[src/rtl/mem_pkg.sv]
// Shared widths and FSM state encoding for the memory initiator.
package mem_pkg;

   localparam int ADDR_W = 5;
   localparam int DATA_W = 32;
   localparam int IMM_W  = 12;

   typedef enum logic [1:0] {
      IDLE  = 2'd0,
      ISSUE = 2'd1,
      CAPT  = 2'd2,
      RESP  = 2'd3
   } state_e;

endpackage

[src/rtl/mem_initiator_agu.sv]
// Address generation: base + sign-extended immediate, word index and range flag.
module mem_initiator_agu #(
   parameter int ADDR_W = mem_pkg::ADDR_W,
   parameter int DATA_W = mem_pkg::DATA_W,
   parameter int IMM_W  = mem_pkg::IMM_W
) (
   input  logic [DATA_W-1:0] base,
   input  logic [IMM_W-1:0]  imm,
   output logic [ADDR_W-1:0] idx,
   output logic              out_of_range
);
   import mem_pkg::*;

   logic [DATA_W-1:0] ea;

   always_comb begin
      ea           = base + {{(DATA_W-IMM_W){imm[IMM_W-1]}}, imm};
      idx          = ea[ADDR_W-1:0];
      out_of_range = |ea[DATA_W-1:ADDR_W];
   end

endmodule

[src/rtl/mem_initiator.sv]
// Command-driven load/store initiator for the 32x32 memory block.
// Define MEM_INITIATOR_RANGE_CHK_EN to flag out-of-range addresses via rsp_err.
module mem_initiator #(
   parameter int ADDR_W = mem_pkg::ADDR_W,
   parameter int DATA_W = mem_pkg::DATA_W,
   parameter int IMM_W  = mem_pkg::IMM_W
) (
   input  logic              clk,
   input  logic              rst,
   input  logic              cmd_valid,
   output logic              cmd_ready,
   input  logic              cmd_we,
   input  logic [DATA_W-1:0] cmd_base,
   input  logic [IMM_W-1:0]  cmd_imm,
   input  logic [DATA_W-1:0] cmd_wdata,
   output logic              rsp_valid,
   input  logic              rsp_ready,
   output logic [DATA_W-1:0] rsp_rdata,
   output logic              rsp_err,
   output logic              wr_en,
   output logic [ADDR_W-1:0] wr_addr,
   output logic [DATA_W-1:0] wr_data,
   output logic              rd_en,
   output logic [ADDR_W-1:0] rd_addr,
   input  logic [DATA_W-1:0] rd_data
);
   import mem_pkg::*;

`ifdef MEM_INITIATOR_RANGE_CHK_EN
   localparam bit RANGE_CHK_EN = 1'b1;
`else
   localparam bit RANGE_CHK_EN = 1'b0;
`endif

   state_e            state_q, state_d;
   logic              we_q, we_d;
   logic [ADDR_W-1:0] addr_q, addr_d;
   logic [DATA_W-1:0] wdata_q, wdata_d;
   logic [DATA_W-1:0] rdata_q, rdata_d;
   logic              err_q, err_d;
   logic [ADDR_W-1:0] agu_idx;
   logic              agu_oor;

   mem_initiator_agu #(
      .ADDR_W(ADDR_W),
      .DATA_W(DATA_W),
      .IMM_W (IMM_W)
   ) u_agu (
      .base        (cmd_base),
      .imm         (cmd_imm),
      .idx         (agu_idx),
      .out_of_range(agu_oor)
   );

   // NOTE: every *_d gets its hold value first so no path through the case infers a latch.
   always_comb begin
      state_d = state_q;
      we_d    = we_q;
      addr_d  = addr_q;
      wdata_d = wdata_q;
      rdata_d = rdata_q;
      err_d   = err_q;
      case (state_q)
         IDLE: begin
            if (cmd_valid) begin
               we_d    = cmd_we;
               addr_d  = agu_idx;
               wdata_d = cmd_wdata;
               rdata_d = '0;
               err_d   = 1'b0;
               if (RANGE_CHK_EN && agu_oor) begin
                  err_d   = 1'b1;
                  state_d = RESP;
               end else begin
                  state_d = ISSUE;
               end
            end
         end
         ISSUE:   state_d = we_q ? RESP : CAPT;
         CAPT: begin
            rdata_d = rd_data;
            state_d = RESP;
         end
         RESP:    if (rsp_ready) state_d = IDLE;
         default: state_d = IDLE;
      endcase
   end

   // NOTE: non-blocking assignments only in sequential logic, so every flop sees pre-edge values.
   always_ff @(posedge clk) begin
      if (rst) begin
         state_q <= IDLE;
         we_q    <= 1'b0;
         addr_q  <= '0;
         wdata_q <= '0;
         rdata_q <= '0;
         err_q   <= 1'b0;
      end else begin
         state_q <= state_d;
         we_q    <= we_d;
         addr_q  <= addr_d;
         wdata_q <= wdata_d;
         rdata_q <= rdata_d;
         err_q   <= err_d;
      end
   end

   // Strobes are gated by rst so a reset during ISSUE suppresses the access that same cycle.
   always_comb begin
      cmd_ready = (state_q == IDLE);
      rsp_valid = (state_q == RESP);
      wr_en     = (state_q == ISSUE) && we_q && !rst;
      rd_en     = (state_q == ISSUE) && !we_q && !rst;
      wr_addr   = addr_q;
      rd_addr   = addr_q;
      wr_data   = wdata_q;
      rsp_rdata = rdata_q;
      rsp_err   = err_q;
   end

endmodule
[config.mk]
export PLATFORM = sky130hd
export DESIGN_NAME = mem_initiator
export DESIGN_NICKNAME = d
export VERILOG_FILES = /design/src/rtl/mem_pkg.sv /design/src/rtl/mem_initiator_agu.sv /design/src/rtl/mem_initiator.sv
export SDC_FILE = /design/constraint.sdc
export NUM_CORES = 1
export LEC_CHECK = 0
export BUFFER_PORTS_ARGS = -buffer_cell sky130_fd_sc_hd__buf_2
export CAP_MARGIN = 15
export CELL_PAD_IN_SITES_DETAIL_PLACEMENT = 0
export CELL_PAD_IN_SITES_GLOBAL_PLACEMENT = 2
export CORE_AREA = 5 5 118 176
export CTS_CLUSTER_SIZE = 24
export DETAILED_ROUTE_END_ITERATION = 8
export DIE_AREA = 0 0 123 181
export PLACE_DENSITY_LB_ADDON = 0.1
export SYNTH_ARGS = -nofsm -noshare
export SYNTH_HDL_FRONTEND = slang
export SYNTH_HIERARCHICAL = 1
export SYNTH_SLANG_ARGS = --single-unit
[constraint.sdc]
create_clock -name clk -period 1.4 [get_ports clk]
set_input_delay 0.14 -clock clk [delete_from_list [all_inputs] [get_ports clk]]
set_output_delay 0.14 -clock clk [all_outputs]
set_load 0.02 [all_outputs]
==> out/qor.csv <==
stage,metric,value,unit
status,status,"finished, violations left",
status,violated checks,setup timing,
flow_run,max-cap violations,0,
worst_hold_path,hold_sp,cmd_wdata[27],
final_layout,most frequent cells in the layout,"152 x buf_2, 71 x dfxtp_1, 56 x nand2_1, 32 x nor2_1, 30 x a32oi_1",
routing,drt via density,3.87,
place,Port Buffer Count,156,
clock_tree,Worst-path clk slew,60,ps
timing,setup TNS,-2460,ps
floorplan,die area,22300,um2
clock_tree,CTS buffer count,9,
final_layout,# fillers,2099,
final_layout,post-layout util,25.2,%
setup_path,crit-path max FO,8,
final_layout,"commonest non-fill, non-tap cell in the layout",buf_2,
routing,via count,2860,
final_layout,Area Overhead vs Synth,69.9,%
floorplan,Die W,123,um
place,DP Area,3890,um2
global_routing,initial antenna violation count,0,
clock_tree,CTS root buffer,clkbuf_16,
power,PwrDens,2020,nW/um2
place,routability congestion estimate,0.692,
timing,final setup violation count,62,
setup_path,CP Class,flip-flop to flip-flop,
timing,min Tclk post-route,1480,ps
timing,final worst-path cycle share,105,%
setup_path,CP endpoint kind,flip-flop,
worst_hold_path,Worst Hold Class,primary input to flip-flop,
routing,WL final,11.6,mm
power,VDD IR-drop max,641,uV
routing,DR pass1 iterations,3,
routing,detailed-route DRC error count,0,
global_routing,largest net degree at the start of global routing,49,
global_routing,first-pass GRT wire length,16.9,mm
final_layout,# diodes,0,
final_layout,finished layout cell area,4790,um2
floorplan,FP Rows,62,
clock_tree,Clock Tree Buf Depth,2,
final_layout,nets,601,
setup_path,number of cells on the worst reg-to-reg path,8,
routing,initial DRC count,38,
timing,final hold vios,0,
setup_path,crit path to,rsp_rdata[8]$_SDFFE_PP0P_,
timing,fmax,678,MHz
synthesis,YS warnings,6,
synthesis,Avg Inst Size Synth,8.90,um2
setup_path,required time of the critical path,1620,ps
setup_path,CP startpoint,state_q[1]$_SDFFE_PP0P_,
timing,fin worst setup slack,-75.2,ps
floorplan,Core Region,19000,um2
final_layout,layout cells sized above 1,52.6,%
routing,post-route ant nets,0,
floorplan,chip height,181,um
timing,RSZ-0062 raised after global routing,yes,
clock_tree,CTS tree,done,
synthesis,Synth Instances,317,
synthesis,Mapped Area,2820,um2
global_routing,GRT Resource Usage Total,10.1,%
setup_path,Reg2Reg Launch Point,state_q[1]$_SDFFE_PP0P_,
setup_path,arrival time at the worst endpoint,1700,ps
global_routing,vias in the first global route,3069,
clock_tree,Clock Sinks,72,
setup_path,startpoint class of the critical path,flip-flop,
power,Leakage,0.00216,uW
timing,clock skew,4.44,ps
power,Tot Pwr,9660,uW
synthesis,syn_nets,440,
floorplan,initial core utilization,14.8,%
floorplan,io pins,192,
clock_tree,htree depth,3,
global_routing,gr ovfl total,0,
clock_tree,latest clock arrival within the worst-skew pair,340,ps
routing,Avg WL per Cell,15.7,um
timing,Pins Over Slew Limit,0,
setup_path,worst r2r dst,rsp_rdata[8]$_SDFFE_PP0P_,
place,dpl hpwl,7.52,mm
setup_path,r2r setup slk,-80,ps
clock_tree,CTS hold repair buffers,0,
[metal layers]
| metal | GRT usage (%) | share of wire (%) | vias up |
|---|---|---|---|
| li1 | - | - | 1408 |
| met1 | 9.94 | 37 | 1345 |
| met2 | 18.9 | 55 | 95 |
| met3 | 3.29 | 6.6 | 12 |
| met4 | 3.99 | 1.6 | 0 |
| met5 | 0 | 0 | - |
[metrics by stage]
stage,cells,hold WS (ps),worst slack (ps)
floorplan,317,276,8.49
global placement,710,382,-405
detailed placement,710,388,-421
CTS,736,16.0,-64.7
global route,739,18.3,-151
finish,739,34.4,-75.2
[worst min-delay path by stage]
stage	endpoint	slack, ps	depth (start not counted)
finish	wr_data[27]$_SDFFE_PP0P_	30	3
floorplan	we_q$_SDFFE_PP0P_	280	2
CTS	wr_data[7]$_SDFFE_PP0P_	20	3
global route	wr_data[25]$_SDFFE_PP0P_	20	3
global placement	wr_data[8]$_SDFFE_PP0P_	380	3
detailed placement	wr_data[2]$_SDFFE_PP0P_	390	3
[worst max-delay path: stages, from the launching register on]
cell       delay (ps)
dfxtp_2           340
inv_2              40
buf_6             110
ha_4              150
buf_6             130
mux2i_4           200
clkbuf_16         180
a32oi_1           150
nor2_1             60
[what timing repair did]
| action | in CTS | in global routing |
|---|---|---|
| pin swaps | 8 | 29 |
| buffers inserted | 7 | 0 |
| resized for setup | 26 | 62 |
| cloned | 3 | 3 |
| setup endpoints to repair | 75 | 76 |
[area by class of cell]
cell class	instances	area, um2	share of cell area, %
Multi-Input combinational cell	211	1470	30.6
Sequential cell	72	1440	30.1
Timing Repair Buffer	182	1200	25.1
Tap cell	256	320	6.68
Clock buffer	11	253	5.27
Clock inverter	5	103	2.14
Inverter	2	7.51	0.157
[power by group]
| part | internal, uW | switching, uW | leakage [uW] | total [uW] |
|---|---|---|---|---|
| Clock | 1840 | 939 | 0.000172 | 2780 |
| Sequential | 2420 | 195 | 0.000587 | 2620 |
| Combinational | 1880 | 2390 | 0.00140 | 4270 |
| Total | 6140 | 3520 | 0.00216 | 9660 |
[sequential cells by signal, indices dropped and copies added (netlist names)]
register	flops
we_q	1
state_q	2
rsp_rdata	32
rd_addr	5
wr_data	32
Power figures use the tool's default switching activity.
